**src/rtl/arashi_pkg.sv**
```systemverilog
`default_nettype none
// +----------------------------------------------------------------------------+
// | Module      : arashi_pkg                                                   |
// | Description : Shared widths, helper functions and return-tag type for the  |
// |               arashi thread read path.                                     |
// | Revision    : 1.0                                                          |
// +----------------------------------------------------------------------------+
package arashi_pkg;

    function automatic int clog2(input int value);
        int r;
        r = 0;
        for (int i = 0; i < 31; i++) begin
            if ((1 << i) < value) begin
                r = i + 1;
            end
        end
        return r;
    endfunction

    function automatic int tid_w(input int thread_num);
        return clog2(thread_num);
    endfunction

    function automatic int off_w(input int mem_width, input int thread_num);
        return mem_width - clog2(thread_num);
    endfunction

    localparam int c_THREAD_NUM = 4;
    localparam int c_MEM_WIDTH  = 10;
    localparam int c_TID_W      = tid_w(c_THREAD_NUM);
    localparam int c_OFF_W      = off_w(c_MEM_WIDTH, c_THREAD_NUM);

    // Tag is sized for the largest supported thread count so one type serves every build.
    localparam int c_TID_MAX_W  = 4;

    typedef struct packed {
        logic                   vld;
        logic [c_TID_MAX_W-1:0] tid;
    } rtag_t;

endpackage
`default_nettype wire

```
**src/rtl/arashi_rr_arbiter.sv**
```systemverilog
`default_nettype none
// +----------------------------------------------------------------------------+
// | Module      : arashi_rr_arbiter                                            |
// | Description : Round-robin arbiter, one-hot grant plus index; N must be a   |
// |               power of two (>= 2). Pointer moves past the winner on adv.   |
// | Revision    : 1.0                                                          |
// +----------------------------------------------------------------------------+
module arashi_rr_arbiter
    import arashi_pkg::*;
#(
    parameter  int N      = 4,
    localparam int c_ID_W = clog2(N)
) (
    input  logic              clk,
    input  logic              rst,
    input  logic [N-1:0]      req,
    input  logic              adv,
    output logic [N-1:0]      gnt,
    output logic [c_ID_W-1:0] gnt_id
);

    logic [c_ID_W-1:0] r_ptr;
    logic [c_ID_W-1:0] w_idx;
    logic [N-1:0]      w_gnt;
    logic [c_ID_W-1:0] w_id;

    // Scan from the farthest candidate back to r_ptr so the closest requester wins last.
    always_comb begin
        w_gnt = '0;
        w_id  = '0;
        w_idx = '0;
        for (int i = N - 1; i >= 0; i--) begin
            w_idx = r_ptr + c_ID_W'(i);
            if (req[w_idx]) begin
                w_gnt        = '0;
                w_gnt[w_idx] = 1'b1;
                w_id         = w_idx;
            end
        end
    end

    always_ff @(posedge clk or posedge rst) begin
        if (rst) begin
            r_ptr <= '0;
        end else if (adv && (|req)) begin
            r_ptr <= w_id + c_ID_W'(1);
        end
    end

    assign gnt    = w_gnt;
    assign gnt_id = w_id;

endmodule
`default_nettype wire

```
**src/rtl/arashi_reader.sv**
```systemverilog
`default_nettype none
// +----------------------------------------------------------------------------+
// | Module      : arashi_reader                                                |
// | Description : Per-thread in-order reader: round-robin onto one memory read |
// |               port, data steered back to the requesting thread's lane.     |
// | Revision    : 1.0                                                          |
// +----------------------------------------------------------------------------+
module arashi_reader
    import arashi_pkg::*;
#(
    parameter int DATA_WIDTH = 32,
    parameter int MEM_WIDTH  = 10,
    parameter int THREAD_NUM = 4
) (
    input  logic                             clk,
    input  logic                             rst,
    input  logic [THREAD_NUM-1:0]            rd,
    input  logic [THREAD_NUM-1:0]            wr_cmt,
    output logic                             mem_ren,
    output logic [MEM_WIDTH-1:0]             mem_raddr,
    input  logic [DATA_WIDTH-1:0]            mem_rdata,
    output logic [DATA_WIDTH*THREAD_NUM-1:0] out,
    output logic [THREAD_NUM-1:0]            out_vld,
    output logic [THREAD_NUM-1:0]            empty,
    output logic [THREAD_NUM-1:0]            rd_err
);

    localparam int c_TID_W = tid_w(THREAD_NUM);
    localparam int c_OFF_W = off_w(MEM_WIDTH, THREAD_NUM);
    localparam int c_DEPTH = 1 << c_OFF_W;

    localparam logic [c_OFF_W:0]   c_CNT_FULL = (c_OFF_W + 1)'(c_DEPTH);
    localparam logic [c_OFF_W:0]   c_CNT_ONE  = (c_OFF_W + 1)'(1);
    localparam logic [c_OFF_W-1:0] c_PTR_ONE  = c_OFF_W'(1);

    if ((THREAD_NUM < 4) || (THREAD_NUM > 16) || ((THREAD_NUM & (THREAD_NUM - 1)) != 0)) begin : g_bad_thread_num
        $error("arashi_reader: THREAD_NUM must be a power of two in 4..16");
    end

    logic [c_OFF_W-1:0]              r_rptr    [THREAD_NUM];
    logic [c_OFF_W:0]                r_cnt     [THREAD_NUM];
    logic [c_OFF_W:0]                w_cnt_nxt [THREAD_NUM];
    logic [THREAD_NUM-1:0]           r_pend;
    logic [THREAD_NUM-1:0]           r_empty;
    logic [THREAD_NUM-1:0]           r_rd_err;
    logic [THREAD_NUM-1:0]           w_elig;
    logic [THREAD_NUM-1:0]           w_gnt;
    logic [c_TID_W-1:0]              w_gnt_id;
    logic                            w_any_gnt;

    logic                            r_mem_ren;
    logic [MEM_WIDTH-1:0]            r_mem_raddr;
    rtag_t                           r_tag1;
    rtag_t                           r_tag2;
    logic [DATA_WIDTH*THREAD_NUM-1:0] r_out;
    logic [THREAD_NUM-1:0]           r_out_vld;

    // Eligibility uses registered occupancy only; a same-cycle commit counts next cycle.
    always_comb begin
        w_elig = '0;
        for (int t = 0; t < THREAD_NUM; t++) begin
            w_elig[t] = r_pend[t] && (r_cnt[t] != '0);
        end
    end

    arashi_rr_arbiter #(
        .N (THREAD_NUM)
    ) u_arb (
        .clk    (clk),
        .rst    (rst),
        .req    (w_elig),
        .adv    (1'b1),
        .gnt    (w_gnt),
        .gnt_id (w_gnt_id)
    );

    assign w_any_gnt = |w_gnt;

    // Commit and grant together cancel; a commit into a full region is dropped.
    always_comb begin
        for (int t = 0; t < THREAD_NUM; t++) begin
            w_cnt_nxt[t] = r_cnt[t];
            if (wr_cmt[t] && !w_gnt[t]) begin
                if (r_cnt[t] != c_CNT_FULL) begin
                    w_cnt_nxt[t] = r_cnt[t] + c_CNT_ONE;
                end
            end else if (w_gnt[t] && !wr_cmt[t]) begin
                w_cnt_nxt[t] = r_cnt[t] - c_CNT_ONE;
            end
        end
    end

    always_ff @(posedge clk or posedge rst) begin
        if (rst) begin
            for (int t = 0; t < THREAD_NUM; t++) begin
                r_rptr[t] <= '0;
                r_cnt[t]  <= '0;
            end
            r_pend   <= '0;
            r_empty  <= '1;
            r_rd_err <= '0;
        end else begin
            for (int t = 0; t < THREAD_NUM; t++) begin
                r_cnt[t] <= w_cnt_nxt[t];
                if (w_gnt[t]) begin
                    r_rptr[t] <= r_rptr[t] + c_PTR_ONE;
                end
            end
            // A new request in the grant cycle re-arms pend instead of being dropped.
            r_pend   <= rd | (r_pend & ~w_gnt);
            r_rd_err <= rd & r_pend & ~w_gnt;
            for (int t = 0; t < THREAD_NUM; t++) begin
                r_empty[t] <= (w_cnt_nxt[t] == '0);
            end
        end
    end

    // Tag travels with mem_ren, then one more stage to line up with mem_rdata.
    always_ff @(posedge clk or posedge rst) begin
        if (rst) begin
            r_mem_ren   <= 1'b0;
            r_mem_raddr <= '0;
            r_tag1      <= '0;
            r_tag2      <= '0;
            r_out       <= '0;
            r_out_vld   <= '0;
        end else begin
            r_mem_ren <= w_any_gnt;
            if (w_any_gnt) begin
                r_mem_raddr <= {w_gnt_id, r_rptr[w_gnt_id]};
            end
            r_tag1.vld <= w_any_gnt;
            r_tag1.tid <= c_TID_MAX_W'(w_gnt_id);
            r_tag2     <= r_tag1;
            for (int t = 0; t < THREAD_NUM; t++) begin
                r_out_vld[t] <= r_tag2.vld && (r_tag2.tid == c_TID_MAX_W'(t));
                if (r_tag2.vld && (r_tag2.tid == c_TID_MAX_W'(t))) begin
                    r_out[t*DATA_WIDTH +: DATA_WIDTH] <= mem_rdata;
                end
            end
        end
    end

    assign mem_ren   = r_mem_ren;
    assign mem_raddr = r_mem_raddr;
    assign out       = r_out;
    assign out_vld   = r_out_vld;
    assign empty     = r_empty;
    assign rd_err    = r_rd_err;

endmodule
`default_nettype wire

```
**config.mk**
```make
export PLATFORM = sky130hd
export DESIGN_NAME = arashi_reader
export DESIGN_NICKNAME = d
export VERILOG_FILES = /design/src/rtl/arashi_pkg.sv /design/src/rtl/arashi_rr_arbiter.sv /design/src/rtl/arashi_reader.sv
export SDC_FILE = /design/constraint.sdc
export NUM_CORES = 1
export LEC_CHECK = 0
export ABC_AREA = 1
export BUFFER_PORTS_ARGS = -buffer_cell sky130_fd_sc_hd__buf_2
export CAP_MARGIN = 20
export CORE_MARGIN = 10
export CORE_UTILIZATION = 56
export CTS_CLUSTER_DIAMETER = 200
export DETAILED_ROUTE_END_ITERATION = 8
export GPL_TIMING_DRIVEN = 1
export PLACE_DENSITY = 0.8
export SYNTH_ARGS = -nofsm -noshare
export SYNTH_HDL_FRONTEND = slang
export SYNTH_HIERARCHICAL = 1
export SYNTH_SLANG_ARGS = --single-unit
```
**constraint.sdc**
```tcl
create_clock -name clk -period 10.4 [get_ports clk]
set_clock_uncertainty 0.05 [all_clocks]
set_input_delay 2.6 -clock clk [delete_from_list [all_inputs] [get_ports clk]]
set_output_delay 2.6 -clock clk [all_outputs]
set_load 0.02 [all_outputs]
```
# Word-level counts from Yosys, hierarchy flattened
# Index checks and enable logic that the tools add are counted.
[word_totals]
ff_bits = 230
input_bits = 42
elab_cells = 138
[classes]
add_sub_neg = 16
order_cmp = 9
n_eq_ne = 7
n_mux = 39
n_bitwise = 6
reduce_logical = 39
[op_table]
columns = ["operator", "n"]
rows = [
  ["9-bit 2-to-1 mux", 12],
  ["9-bit by 1-bit adder with 9-bit output, second input constant", 4],
  ["9-bit logical NOT", 4],
  ["9-bit inequality test, second input constant", 4],
  ["9-bit nonzero test", 4],
  ["9-bit by 1-bit subtractor with 9-bit output, second input constant", 4],
  ["8-bit by 1-bit adder with 8-bit output, second input constant", 4],
  ["1-bit logical AND", 20],
  ["8-bit binary-select mux with 2-bit select", 1],
  ["4-bit 2-to-1 mux", 4],
  ["8-bit 2-to-1 mux", 2],
  ["4-bit AND", 3],
  ["2-bit by 3-bit less-than comparator with 1-bit output, second input constant", 4],
  ["1-bit binary-select mux with 2-bit select", 4],
  ["1-bit demux with 2-bit select", 4],
  ["2-bit by 1-bit greater-or-equal comparator with 1-bit output, second input constant", 4],
  ["1-bit logical NOT", 8],
  ["1-bit 2-to-1 mux", 8],
  ["2-bit 2-to-1 mux", 4],
  ["4-bit OR reduction", 2],
  ["2-bit by 1-bit adder with 2-bit output, second input constant", 2],
  ["2-bit adder, second input constant", 2],
  ["2-bit == test, second input constant", 2],
  ["4-bit logical NOT", 1],
  ["other kinds (5)", 5],
]

# Depth between registers and ports, before layout
[logic_depth]
depth_word = 13
ltp_mapped = 29

# Modules after synthesis
# The synthesis kept the hierarchy.
[by_module_without_submodules]
columns = ["module", "n_inst", "cells_each", "area_each_um2"]
rows = [
  ["arashi_reader", 1, 1187, 10269.8],
  ["arashi_rr_arbiter", 1, 92, 566.8],
]

# Worst setup path after synthesis
# OpenSTA, ideal clock, no wires.
[synth_timing]
path_kind = "input port to flip-flop"
start = "input port wr_cmt[1]"
end = "register r_empty[1] (netlist: empty[1])"
arrival_ns = 3.375
t_required_ns = 10.276
slack_ns = 6.901
path_stages = 8
n_path_buf = 0
path_cell_list = "inv_1 > nor2_4 > inv_2 > o22ai_1 > xor2_1 > nor2_1 > nand2_1 > nor2_1"
[synth_rtl]
columns = ["item", "line", "source"]
rows = [
  ["from (decl)", "arashi_reader.sv:18", "input logic [THREAD_NUM-1:0] wr_cmt,"],
  ["to (signal, indexed assignment)", "arashi_reader.sv:113", "r_empty[t] <= (w_cnt_nxt[t] == '0);"],
  ["to (decl)", "arashi_reader.sv:44", "logic [THREAD_NUM-1:0] r_empty;"],
]

==> reports/results.ini <==
[status]
status = finished, final reports clean

[routing]
vias = 9076
postRouteAntennaNets = 0
avgRoutedWirePerCell_um = 15.47
post-route-drc-count = 0
drt-pass1-iter-count = 6
viasPerCell = 5.234
wl_mm = 26.82
drt_iter0_markers = 592

[critical_path]
reg2reg_from = r_cnt[0]
crit_arrival_ns = 4.82
start_kind = primary input
path_max_fanout = 104
cp-end-kind = async pin
critPathKind = in -> async
required_ns = 10.91
worst-path-buf-inv = 4
cp_slowest_cell = buf_4
r2r_cells = 26
cp_top_family = buffers and inverters
regToRegEndpoint = empty[0]
r2r_slack_ns = 6.51
critPathMostFrequentCell = buf_4
path_cells = buf_2 -> inv_8 -> buf_4 -> buf_4
slowest_delay_ns = 0.76

[global_route]
track_usage_pct = 20.73
grt_antenna_before_repair = 0
grt_pass1_wl_mm = 44.86
grt.overflow.total = 0
grt_max_degree = 105
first_global_vias = 8743

[sta]
period_minus_slack_ns = 4.306
hold_violations = 0
finalSetupTns_ns = 0
post-route-period-util_pct = 41.40
setup_violations = 0
tightest_slew_ns = 1.012
max_slew_margin_pct = 32.41
final_max_slew_viol_count = 0
fmax_ghz = 0.2323
rsz0062_at_grt = no

[finish]
regArea_sq_mm = 0.005761
final_layout_size_suffix_gt1_share_pct = 20.56
syn_to_final_growth_pct = 17.17
fillCellCount = 1565
stdcell_count = 1734
stdcell_area_sq_mm = 0.01270
multiInputGateArea_sq_mm = 0.004279
n_antenna_cell = 0
nets = 1523

[clock_network]
post_cts_buffers = 0
clk_path_buf_depth = 3
clock-root-buffer = clkbuf_16
cts_tree = done
cts_resized = 0
ctsHoldBuffers = 0
clk_pin_slew_ns = 0.06
clk_latency_ns = 0.51
htreeDepth = 1
numClockSinks = 230
cts_buffers = 24

[hold_path]
hold_path_depth = 0
min_to = r_tag2[0]
hp-class = reg -> reg
min_from = r_tag1[0]

[floorplanning]
core-area_sq_mm = 0.01889
die_w_um = 159.1
io_pins = 193
die-area_sq_mm = 0.02532
start_util_pct = 57.36
rows = 50
die_h_um = 159.1

[yosys]
synthFlopType = dfrtp_1
yosysWarnings = 6
synth-seq-cells = 230
syn_inst = 1279
synth_edf_count = 0
synthArstFlopShare_pct = 100.0
yosysUniqueCellTypes = 39
synth-seq-area-share_pct = 53.16
syn_avg_cell_area_sq_um = 8.473
syn_area_sq_mm = 0.01084
synth_nets = 1341

[power_and_ir_drop]
power_density_mw_per_mm2 = 397.7
p_leak_nw = 6.764
ir_drop_mv = 0.2199

[placed_design]
dp_hpwl_mm = 19.46
post_dp_cell_area_sq_mm = 0.01195
port_buffers = 192
gp_routability_congestion = 0.8755
dp.cells = 1694

[job]
maxCapViolations = 0

## per-layer routing
layer	wire, um	global-route usage (%)	up-vias
li1	-	-	4421
met1	11930	27.90	4311
met5	0	0	-
met3	1845	4.570	37
met4	391	4.591	0
met2	12650	33.64	307
## per-stage QoR
stage / power, mW / setup WS (ns) / hold slack, ns / utilization (%)
after floorplan: 3.505 / 1.509 / 0.2812 / -
after CTS: 5.068 / 5.980 / 0.3044 / 67.17
after global routing: 5.481 / 5.752 / 0.3182 / 67.21
after detailed placement: 4.237 / 5.434 / 0.2904 / 63.25
after global placement: 4.154 / 5.463 / 0.2833 / 63.25
final: 5.050 / 6.094 / 0.3018 / 67.21
## sequential cells by signal, summed over array words and instances (netlist names)
signal	flops
out_vld	4
u_arb/r_ptr	2
empty	4
mem_raddr	10
r_tag2	3
r_tag1	3
r_cnt	36
r_pend	4
r_rptr	32
out	128
rd_err	4
## cell usage after synthesis (6+ instances only)
cell type / count / area, sq um
o21ai_0: 165 / 825.8
xnor2_1: 6 / 52.55
clkbuf_1: 30 / 112.6
a31oi_1: 12 / 75.07
nor3_1: 12 / 60.06
inv_2: 16 / 60.06
nand4_1: 14 / 87.58
dfrtp_1: 226 / 5655
nand3_1: 58 / 290.3
buf_6: 6 / 67.56
nor2_1: 89 / 334.1
nand3_2: 6 / 60.06
nand2_1: 350 / 1314
nand2_2: 16 / 100.1
xor2_1: 37 / 324.1
a21oi_1: 25 / 125.1
inv_1: 133 / 499.2
nor2_2: 9 / 56.30
ha_1: 20 / 250.2
nor2_4: 6 / 67.56
## placed cells by master (no fill, tap or decap), types with 12 or more instances in the layout
| master | instances |
|---|---|
| nand3_1 | 58 |
| inv_2 | 16 |
| dfrtp_1 | 226 |
| nor2_1 | 89 |
| nand2_2 | 16 |
| a21oi_1 | 25 |
| buf_2 | 192 |
| clkbuf_16 | 24 |
| nor3_1 | 12 |
| nand4_1 | 14 |
| inv_1 | 132 |
| a31oi_1 | 12 |
| o21ai_0 | 165 |
| xor2_1 | 37 |
| nand2_1 | 350 |
| ha_1 | 20 |
## cell families (layout without fill, tap and decap cells)
family | count (synthesis) | in the layout | share of synthesized area [%]
xor gates and xnor gates | 43 | 43 | 3.475
other | 1 | 1 | 0.03460
and+or+nand+nor | 575 | 575 | 23.30
DFF | 230 | 230 | 53.16
buffers and inverters | 194 | 389 | 7.355
AOI/OAI and AO/OA | 216 | 216 | 10.37
adders and majority gates | 20 | 20 | 2.309
## power by group
group          total [mW]  internal (mW)  switching (mW)
logic                2.59          0.807            1.78
registers            1.65           1.34           0.318
clock network       0.807          0.475           0.332
## worst max path at each step
stage	depth (start not counted)	slack [ns]	startpoint	to
finish	4	6.09	rst	r_tag1[4]
global route	4	5.75	rst	out[54]
CTS	4	5.98	rst	r_rptr[21]
detailed placement	4	5.43	rst	r_cnt[12]
global placement	4	5.46	rst	r_cnt[11]
floorplan	1	1.51	rst	mem_raddr[0]
## worst reg2reg max path, stage by stage (launching register included)
cell     delay (ns)
dfrtp_1        0.39
inv_1          0.15
ha_1           0.28
nand2_1        0.11
inv_1          0.08
nand2_1        0.05
nor2_1         0.16
nor2_1         0.06
inv_1          0.13
nand2_1        0.12
nand3_1        0.13
nand2_1        0.08
inv_1          0.05
nand2_1        0.06
nor2_1         0.16
nand2_1        0.07
a31oi_1        0.59
inv_4          0.15
nand2_2        0.21
inv_1          0.17
nand2_1        0.13
nand2_1        0.05
nand2_1        0.05
nand2_1        0.06
nor2_1         0.11
nand3_1        0.08
nor2_1         0.09
## layout make-up
cell class | count | share of cell area (%)
clock buffers | 34 | 5.341
clock inverters | 5 | 0.4829
inverters | 153 | 4.681
multi-input cells | 855 | 33.70
flip-flops and latches | 230 | 45.37
well taps | 260 | 2.562
repair buffers | 197 | 7.864
Note: power is estimated with default switching activity, not from simulation.
